[src/rtl/mem_arbiter_if.sv]
// Bundle of the fetch, data and physical memory handshakes around mem_arbiter.
// slave is the arbiter's view; master is the view of the core and memory around it.
interface mem_arbiter_if #(
   parameter int ADDR_W = 16,
   parameter int DATA_W = 16
);
   logic                  i_read;
   logic [ADDR_W-1:0]     i_address;
   logic [DATA_W-1:0]     i_rdata;
   logic                  i_resp;

   logic                  d_read;
   logic                  d_write;
   logic [ADDR_W-1:0]     d_address;
   logic [DATA_W-1:0]     d_wdata;
   logic [DATA_W/8-1:0]   d_byte_enable;
   logic [DATA_W-1:0]     d_rdata;
   logic                  d_resp;

   logic                  pmem_read;
   logic                  pmem_write;
   logic [ADDR_W-1:0]     pmem_address;
   logic [DATA_W-1:0]     pmem_wdata;
   logic [DATA_W/8-1:0]   pmem_byte_enable;
   logic [DATA_W-1:0]     pmem_rdata;
   logic                  pmem_resp;

   modport slave (
      input  i_read, i_address,
      input  d_read, d_write, d_address, d_wdata, d_byte_enable,
      input  pmem_rdata, pmem_resp,
      output i_rdata, i_resp, d_rdata, d_resp,
      output pmem_read, pmem_write, pmem_address, pmem_wdata, pmem_byte_enable
   );

   modport master (
      output i_read, i_address,
      output d_read, d_write, d_address, d_wdata, d_byte_enable,
      output pmem_rdata, pmem_resp,
      input  i_rdata, i_resp, d_rdata, d_resp,
      input  pmem_read, pmem_write, pmem_address, pmem_wdata, pmem_byte_enable
   );
endinterface

[src/rtl/mem_arbiter.sv]
// Shares one physical memory port between LC-3b fetch (I) and data (D) requests.
// Define MEM_ARBITER_ROUND_ROBIN_EN for alternating grants on ties; default is D-over-I.
module mem_arbiter #(
   parameter int ADDR_W = 16,
   parameter int DATA_W = 16
) (
   input logic         clk,
   input logic         rst_n,
   mem_arbiter_if.slave bus
);
   localparam int MASK_W = DATA_W / 8;

   typedef enum logic [1:0] {IDLE, GRANT_I, GRANT_D, DONE} state_t;

   state_t              state;
   state_t              state_nxt;
   logic                cmd_read;
   logic                cmd_write;
   logic [ADDR_W-1:0]   cmd_addr;
   logic [DATA_W-1:0]   cmd_wdata;
   logic [MASK_W-1:0]   cmd_mask;
   logic                d_req;
   logic                grant_d;
   logic                grant_i;

`ifdef MEM_ARBITER_ROUND_ROBIN_EN
   logic                last_grant_d;
`endif

   always_comb begin
      d_req = bus.d_read | bus.d_write;
`ifdef MEM_ARBITER_ROUND_ROBIN_EN
      // On a tie, hand the port to whoever did not have it last.
      grant_d = d_req && !(bus.i_read && last_grant_d);
`else
      grant_d = d_req;
`endif
      grant_i = bus.i_read && !grant_d;
   end

   always_comb begin
      state_nxt       = state;
      bus.i_resp      = 1'b0;
      bus.d_resp      = 1'b0;
      bus.pmem_read   = 1'b0;
      bus.pmem_write  = 1'b0;
      case (state)
         IDLE: begin
            if (grant_d)
               state_nxt = GRANT_D;
            else if (grant_i)
               state_nxt = GRANT_I;
         end
         GRANT_I: begin
            bus.pmem_read  = cmd_read;
            bus.pmem_write = cmd_write;
            if (bus.pmem_resp) begin
               bus.i_resp = 1'b1;
               state_nxt  = DONE;
            end
         end
         GRANT_D: begin
            bus.pmem_read  = cmd_read;
            bus.pmem_write = cmd_write;
            if (bus.pmem_resp) begin
               bus.d_resp = 1'b1;
               state_nxt  = DONE;
            end
         end
         DONE:    state_nxt = IDLE;
         default: state_nxt = IDLE;
      endcase
   end

   always_ff @(posedge clk) begin
      if (!rst_n)
         state <= IDLE;
      else
         state <= state_nxt;
   end

   // Command is captured once in IDLE so requester changes mid-grant never reach memory.
   always_ff @(posedge clk) begin
      if (!rst_n) begin
         cmd_read  <= 1'b0;
         cmd_write <= 1'b0;
         cmd_addr  <= '0;
         cmd_wdata <= '0;
         cmd_mask  <= '0;
      end else if (state == IDLE) begin
         if (grant_d) begin
            cmd_read  <= bus.d_read & ~bus.d_write;
            cmd_write <= bus.d_write;
            cmd_addr  <= bus.d_address;
            cmd_wdata <= bus.d_wdata;
            cmd_mask  <= bus.d_byte_enable;
         end else if (grant_i) begin
            cmd_read  <= 1'b1;
            cmd_write <= 1'b0;
            cmd_addr  <= bus.i_address;
            cmd_wdata <= '0;
            cmd_mask  <= '1;
         end
      end
   end

`ifdef MEM_ARBITER_ROUND_ROBIN_EN
   always_ff @(posedge clk) begin
      if (!rst_n)
         last_grant_d <= 1'b1;
      else if (state == IDLE && (grant_d || grant_i))
         last_grant_d <= grant_d;
   end
`endif

   assign bus.pmem_address     = cmd_addr;
   assign bus.pmem_wdata       = cmd_wdata;
   assign bus.pmem_byte_enable = cmd_mask;
   assign bus.i_rdata          = bus.pmem_rdata;
   assign bus.d_rdata          = bus.pmem_rdata;

endmodule

[src/flat_wrapper.sv]
// flat-port wrapper written by rule: the top's interface ports become plain ports
module mem_arbiter_flat 
#(
   parameter int ADDR_W = 16,
   parameter int DATA_W = 16
)
  (clk, rst_n, bus_i_read, bus_i_address, bus_d_read, bus_d_write, bus_d_address, bus_d_wdata, bus_d_byte_enable, bus_pmem_rdata, bus_pmem_resp, bus_i_rdata, bus_i_resp, bus_d_rdata, bus_d_resp, bus_pmem_read, bus_pmem_write, bus_pmem_address, bus_pmem_wdata, bus_pmem_byte_enable);
  mem_arbiter_if #(.ADDR_W(ADDR_W), .DATA_W(DATA_W)) bus_i ();
  input logic clk;
  input logic rst_n;
  input wire logic [$bits(bus_i.i_read)-1:0] bus_i_read;
  input wire logic [$bits(bus_i.i_address)-1:0] bus_i_address;
  input wire logic [$bits(bus_i.d_read)-1:0] bus_d_read;
  input wire logic [$bits(bus_i.d_write)-1:0] bus_d_write;
  input wire logic [$bits(bus_i.d_address)-1:0] bus_d_address;
  input wire logic [$bits(bus_i.d_wdata)-1:0] bus_d_wdata;
  input wire logic [$bits(bus_i.d_byte_enable)-1:0] bus_d_byte_enable;
  input wire logic [$bits(bus_i.pmem_rdata)-1:0] bus_pmem_rdata;
  input wire logic [$bits(bus_i.pmem_resp)-1:0] bus_pmem_resp;
  output wire logic [$bits(bus_i.i_rdata)-1:0] bus_i_rdata;
  output wire logic [$bits(bus_i.i_resp)-1:0] bus_i_resp;
  output wire logic [$bits(bus_i.d_rdata)-1:0] bus_d_rdata;
  output wire logic [$bits(bus_i.d_resp)-1:0] bus_d_resp;
  output wire logic [$bits(bus_i.pmem_read)-1:0] bus_pmem_read;
  output wire logic [$bits(bus_i.pmem_write)-1:0] bus_pmem_write;
  output wire logic [$bits(bus_i.pmem_address)-1:0] bus_pmem_address;
  output wire logic [$bits(bus_i.pmem_wdata)-1:0] bus_pmem_wdata;
  output wire logic [$bits(bus_i.pmem_byte_enable)-1:0] bus_pmem_byte_enable;
  assign bus_i.i_read = bus_i_read;
  assign bus_i.i_address = bus_i_address;
  assign bus_i.d_read = bus_d_read;
  assign bus_i.d_write = bus_d_write;
  assign bus_i.d_address = bus_d_address;
  assign bus_i.d_wdata = bus_d_wdata;
  assign bus_i.d_byte_enable = bus_d_byte_enable;
  assign bus_i.pmem_rdata = bus_pmem_rdata;
  assign bus_i.pmem_resp = bus_pmem_resp;
  assign bus_i_rdata = bus_i.i_rdata;
  assign bus_i_resp = bus_i.i_resp;
  assign bus_d_rdata = bus_i.d_rdata;
  assign bus_d_resp = bus_i.d_resp;
  assign bus_pmem_read = bus_i.pmem_read;
  assign bus_pmem_write = bus_i.pmem_write;
  assign bus_pmem_address = bus_i.pmem_address;
  assign bus_pmem_wdata = bus_i.pmem_wdata;
  assign bus_pmem_byte_enable = bus_i.pmem_byte_enable;
  mem_arbiter #(.ADDR_W(ADDR_W), .DATA_W(DATA_W)) u_core (.clk(clk), .rst_n(rst_n), .bus(bus_i));
endmodule
[config.mk]
export PLATFORM = sky130hd
export DESIGN_NAME = mem_arbiter_flat
export DESIGN_NICKNAME = d
export VERILOG_FILES = /design/src/rtl/mem_arbiter_if.sv /design/src/rtl/mem_arbiter.sv /design/src/flat_wrapper.sv
export SDC_FILE = /design/constraint.sdc
export NUM_CORES = 1
export LEC_CHECK = 0
export CAP_MARGIN = 40
export CORE_MARGIN = 4
export CORE_UTILIZATION = 35
export DETAILED_ROUTE_END_ITERATION = 16
export PLACE_DENSITY = 0.82
export REMOVE_ABC_BUFFERS = 1
export SYNTH_ARGS = -nofsm -noshare
export SYNTH_HDL_FRONTEND = slang
export SYNTH_SLANG_ARGS = --single-unit
[constraint.sdc]
create_clock -name clk -period 5 [get_ports clk]
set_clock_uncertainty 0.2 [all_clocks]
set_input_delay 1.25 -clock clk [delete_from_list [all_inputs] [get_ports clk]]
set_output_delay 1.25 -clock clk [all_outputs]
set_load 0.05 [all_outputs]
* Word level (Yosys, flattened, before mapping) *
Index checks and enable logic that the tools add are counted.

storage, ports and cells
  register bits = 38
  input port bits = 72
  output and inout port bits = 70
  logic and storage cells = 40

cells by class
  eq/ne operators = 5
  mux-type cells = 19
  bitwise logic cells = 3
  reduce and logical (&&, ||, !) cells = 7

operators by type and width
  cell                                                                      number
  16-bit 2-to-1 mux                                                         4
  2-bit 2-to-1 mux                                                          5
  1-bit 2-to-1 mux                                                          9
  2-bit one-hot mux with 3 select lines                                     1
  2-bit equality test (second input constant)                               2
  2-bit AND reduction                                                       2
  3-bit by 1-bit inequality test with 1-bit output (second input constant)  1
  2-bit by 1-bit equality test with 1-bit output (second input constant)    1
  2-bit logical NOT                                                         1
  2-bit by 1-bit inequality test with 1-bit output (second input constant)  1
  2-bit nonzero test                                                        1
  2-bit OR reduction                                                        1
  1-bit bitwise AND                                                         1
  1-bit logical AND                                                         1
  1-bit logical NOT                                                         1
  1-bit NOT                                                                 1
  1-bit bitwise OR                                                          1

* Depth between registers and ports, before layout *
  depth in word-level cells = 6
  gate-level depth with buffers = 8
  mapped depth without buffers = 5

* Least setup slack after synthesis *
No wires, ideal clock.

  kind = input to output
  start = input port bus_pmem_resp
  end = output port bus_d_resp
  arrival = 1662 ps
  data required time = 3550 ps
  path slack = 1888 ps
  stages = 1
  buffers on the path = 0
  cells stage by stage = and2_1

on the way
  longest elaborated chain between the ends = 2

ends and longest elaborated chain
  what              RTL line            text
  from (decl)       flat_wrapper.sv:19  input wire logic [$bits(bus_i.pmem_resp)-1:0] bus_pmem_resp;
  1-bit 2-to-1 mux  mem_arbiter.sv:65   if (bus.pmem_resp) begin
  1-bit 2-to-1 mux  mem_arbiter.sv:47   case (state)
  to (decl)         flat_wrapper.sv:23  output wire logic [$bits(bus_i.d_resp)-1:0] bus_d_resp;

Every way passes these cells.

* Worst setup path after layout *
Same ends and word-level chain as after synthesis.

==> results.sh <==
export IMPL_hold_viol_final=0
export IMPL_pwr_share_clk_pct=13.6
export IMPL_holdPathEnd="u_core.cmd_write"
export IMPL_maxSlewViolCount=0
export IMPL_vias_per_cell=4.84
export IMPL_antennaDiodeCount=0
export IMPL_synth_seq_area_share_pct=42.7
export IMPL_post_cts_buffers=0
export IMPL_holdCritStartpoint="u_core.cmd_write"
export IMPL_startpoint="bus_pmem_resp"
export IMPL_area_delta_synth_final_pct=47.1
export IMPL_swShare_pct=45.9
export IMPL_synth_top_family_by_area="compound AO/OA/AOI/OAI gates"
export IMPL_grt_max_degree=37
export IMPL_port_buffer_count=93
export IMPL_tritoncts="done"
export IMPL_leakagePower_nw=1.08
export IMPL_r2r_end="u_core.bus.pmem_wdata[0]"
export IMPL_fin_crit_ns=4.13
export IMPL_ys_warn_count=0
export IMPL_htreeDepth=2
export IMPL_root_buffer="clkbuf_8"
export IMPL_intPower_uw=834
export IMPL_ir_worst_vdd_mv=0.294
export IMPL_rows=25
export IMPL_final_util_pct=54.4
export IMPL_switchingPower_uw=709
export IMPL_hp_class="register to register"
export IMPL_first_global_vias=1525
export IMPL_crit_type="input port to output pin"
export IMPL_synth_area_mux_share_pct=9.63
export IMPL_cts_buffers=5
export IMPL_synth_simple_area_share_pct=4.92
export IMPL_grt_ovfl_total=0
export IMPL_wl_per_cell_um=17.4
export IMPL_cts_hold_buf=0
export IMPL_synth_compound_area_share_pct=21.6
export IMPL_die_area_mm2=0.00629
export IMPL_grt_util_met1_pct=20.1
export IMPL_clockBufferDepth=2
export IMPL_gp_congestion=0.777
export IMPL_setup_viol=0
export IMPL_vias=1482
export IMPL_rr_worst_depth=6
export IMPL_synth_xor_area_share_pct=0
export IMPL_syn_area_per_cell_um2=10.0
export IMPL_fp_dieH_um=79.3
export IMPL_critPathLaunchType="input port"
export IMPL_period_share_pct=82.5
export IMPL_postRouteAntennaNets=0
export IMPL_clk_latency_ns=0.27
export IMPL_combinationalPowerShare_pct=56.4
export IMPL_hold_depth=2
export IMPL_wirelength_um=5320
export IMPL_dp_hpwl_um=4170
export IMPL_r2r_start="u_core.state[1]"
export IMPL_worst_slew_pin_slew_ns=0.660
export IMPL_max_freq_mhz=242
export IMPL_cts_resized=0
export IMPL_coreArea_mm2=0.00482
export IMPL_drt_iter0_markers=39
export IMPL_powerDensity_mw_per_mm2=589
export IMPL_syn_cell_area_mm2=0.00178
export IMPL_synth_ff_latch_count=38
export IMPL_antenna_found_initial=0
export IMPL_nets=314
export IMPL_cp_end_kind="output pin"
export IMPL_busiest_layer="met2"
export IMPL_crit_required_ns=3.55
export IMPL_io_pins=142
export IMPL_regToRegSetupSlack_ns=3.07
export IMPL_start_util_pct=37.0
export IMPL_finalSetupTns_ns=0
export IMPL_grtUsageMet3_pct=9.64
export IMPL_drc=0
export IMPL_grt_pass1_wl_um=8160
export IMPL_relSlewSlack_pct=55.4
export IMPL_drive_gt1_share_pct=6.28
export IMPL_synth_adder_area_share_pct=2.81
export IMPL_cts_sinks=38
export IMPL_use_met2_pct=25.8
export IMPL_seqPwrFrac_pct=30.0
export IMPL_firstDrtPassIters=4
export IMPL_cp_max_fo=3
export IMPL_grt_usage_pct=17.2
export IMPL_drv_cap=0
export IMPL_syn_inst=178
export IMPL_ys_types=26
export IMPL_cp_arrival_ns=2.68
export IMPL_rsz0062_at_grt="no"
export IMPL_cts_reportedPaths_clkPinSlew_ns=0.07
export IMPL_status="finished clean"
export IMPL_dieWidth_um=79.3
-- cells in the mapped netlist --
cell,count,share of area [%]
dfxtp_1,38,43
buf_4,34,14
o21ai_0,19,5.3
a21oi_1,16,4.5
a22o_1,16,7.9
mux2i_1,16,9.0
clkbuf_1,5,1.1
and2_1,4,1.4
ha_1,4,2.8
nand2_1,4,0.84
buf_6,3,1.9
buf_2,2,0.56
inv_1,2,0.42
nor2b_1,2,0.70
o221a_2,2,1.3
a2111o_1,1,0.63
and3_4,1,0.63
mux2_2,1,0.63
nand3_1,1,0.28
nor2_1,1,0.21
nor4b_1,1,0.49
o211a_1,1,0.56
o211ai_1,1,0.42
o311a_1,1,0.56
o31a_1,1,0.49
or2_1,1,0.35
-- through the flow --
step | total power [mW] | instance area [um2] | instances | hold WS, ns | setup WS [ns]
finish | 1.54 | 2620 | 306 | 0.256 | 0.873
global route | 1.63 | 2620 | 306 | 0.277 | 0.803
CTS | 1.56 | 2620 | 306 | 0.259 | 0.858
detailed placement | 1.34 | 2530 | 298 | 0.249 | 0.863
global placement | 1.32 | 2490 | 296 | 0.240 | 0.903
floorplan | 1.02 | 1460 | 134 | 0.231 | 1.89
-- worst max-delay path, cell delays in order --
cell	delay (ns)
clkdlybuf4s50_1	0.50
and2_1	0.13
clkdlybuf4s50_1	0.79
-- routing by layer --
metal	wire length [um]	vias to the layer above
met5	55	-
met1	2240	678
met3	586	7
met4	53	2
li1	-	718
met2	2390	77
-- registers in the layout, indices dropped and copies added (netlist names) --
name / flops
u_core.bus.pmem_wdata: 16
u_core.cmd_write: 1
u_core.bus.pmem_byte_enable: 2
u_core.cmd_read: 1
u_core.state: 2
u_core.bus.pmem_address: 16
-- kinds of logic (layout without fill, tap and decap cells) --
kind of cell    Yosys count  in the layout
mux                      17             17
flops                    38             38
buf+inv                  46            107
compound gates           58             58
fa+ha+maj                 4              4
simple gates             15             15
-- final cells by class --
| cell class | instances | area (um2) |
|---|---|---|
| inverter | 2 | 7.51 |
| tap | 67 | 83.8 |
| sequential | 38 | 761 |
| multi-input combinational | 94 | 694 |
| fill | 467 | 2200 |
| clock buffer | 7 | 86.3 |
| clock inverter | 1 | 5.00 |
| timing repair buffer | 97 | 981 |
-- power groups by stage --
stage | Sequential (mW) | Clock, mW | Combinational [mW]
floorplan | 0.776 | 0 | 0.245
global placement | 0.462 | 0 | 0.856
detailed placement | 0.467 | 0 | 0.876
CTS | 0.464 | 0.220 | 0.877
global route | 0.477 | 0.234 | 0.920
finish | 0.463 | 0.209 | 0.870
-- placed cells by master, fill, tap and decap left out, types with 2 or more instances in the layout --
cell type | netlist | final
a21oi_1 | 16 | 16
a22o_1 | 16 | 16
and2_1 | 4 | 4
buf_4 | 34 | 3
clkbuf_8 | 0 | 6
clkdlybuf4s50_1 | 0 | 93
dfxtp_1 | 38 | 38
ha_1 | 4 | 4
inv_1 | 2 | 2
mux2i_1 | 16 | 16
nand2_1 | 4 | 4
nor2b_1 | 2 | 2
o21ai_0 | 19 | 19
o221a_2 | 2 | 2
-- worst max-delay path by stage --
| stage | end | slack [ns] |
|---|---|---|
| 3_5_place_dp | bus_d_resp | 0.86 |
| 4_1_cts | bus_d_resp | 0.86 |
| 6_report | bus_d_resp | 0.87 |
| 5_1_grt | bus_d_resp | 0.80 |
| 3_3_place_gp | bus_d_resp | 0.90 |
| 2_1_floorplan | bus_d_resp | 1.89 |
No activity file was read; power rests on OpenSTA's default activity.
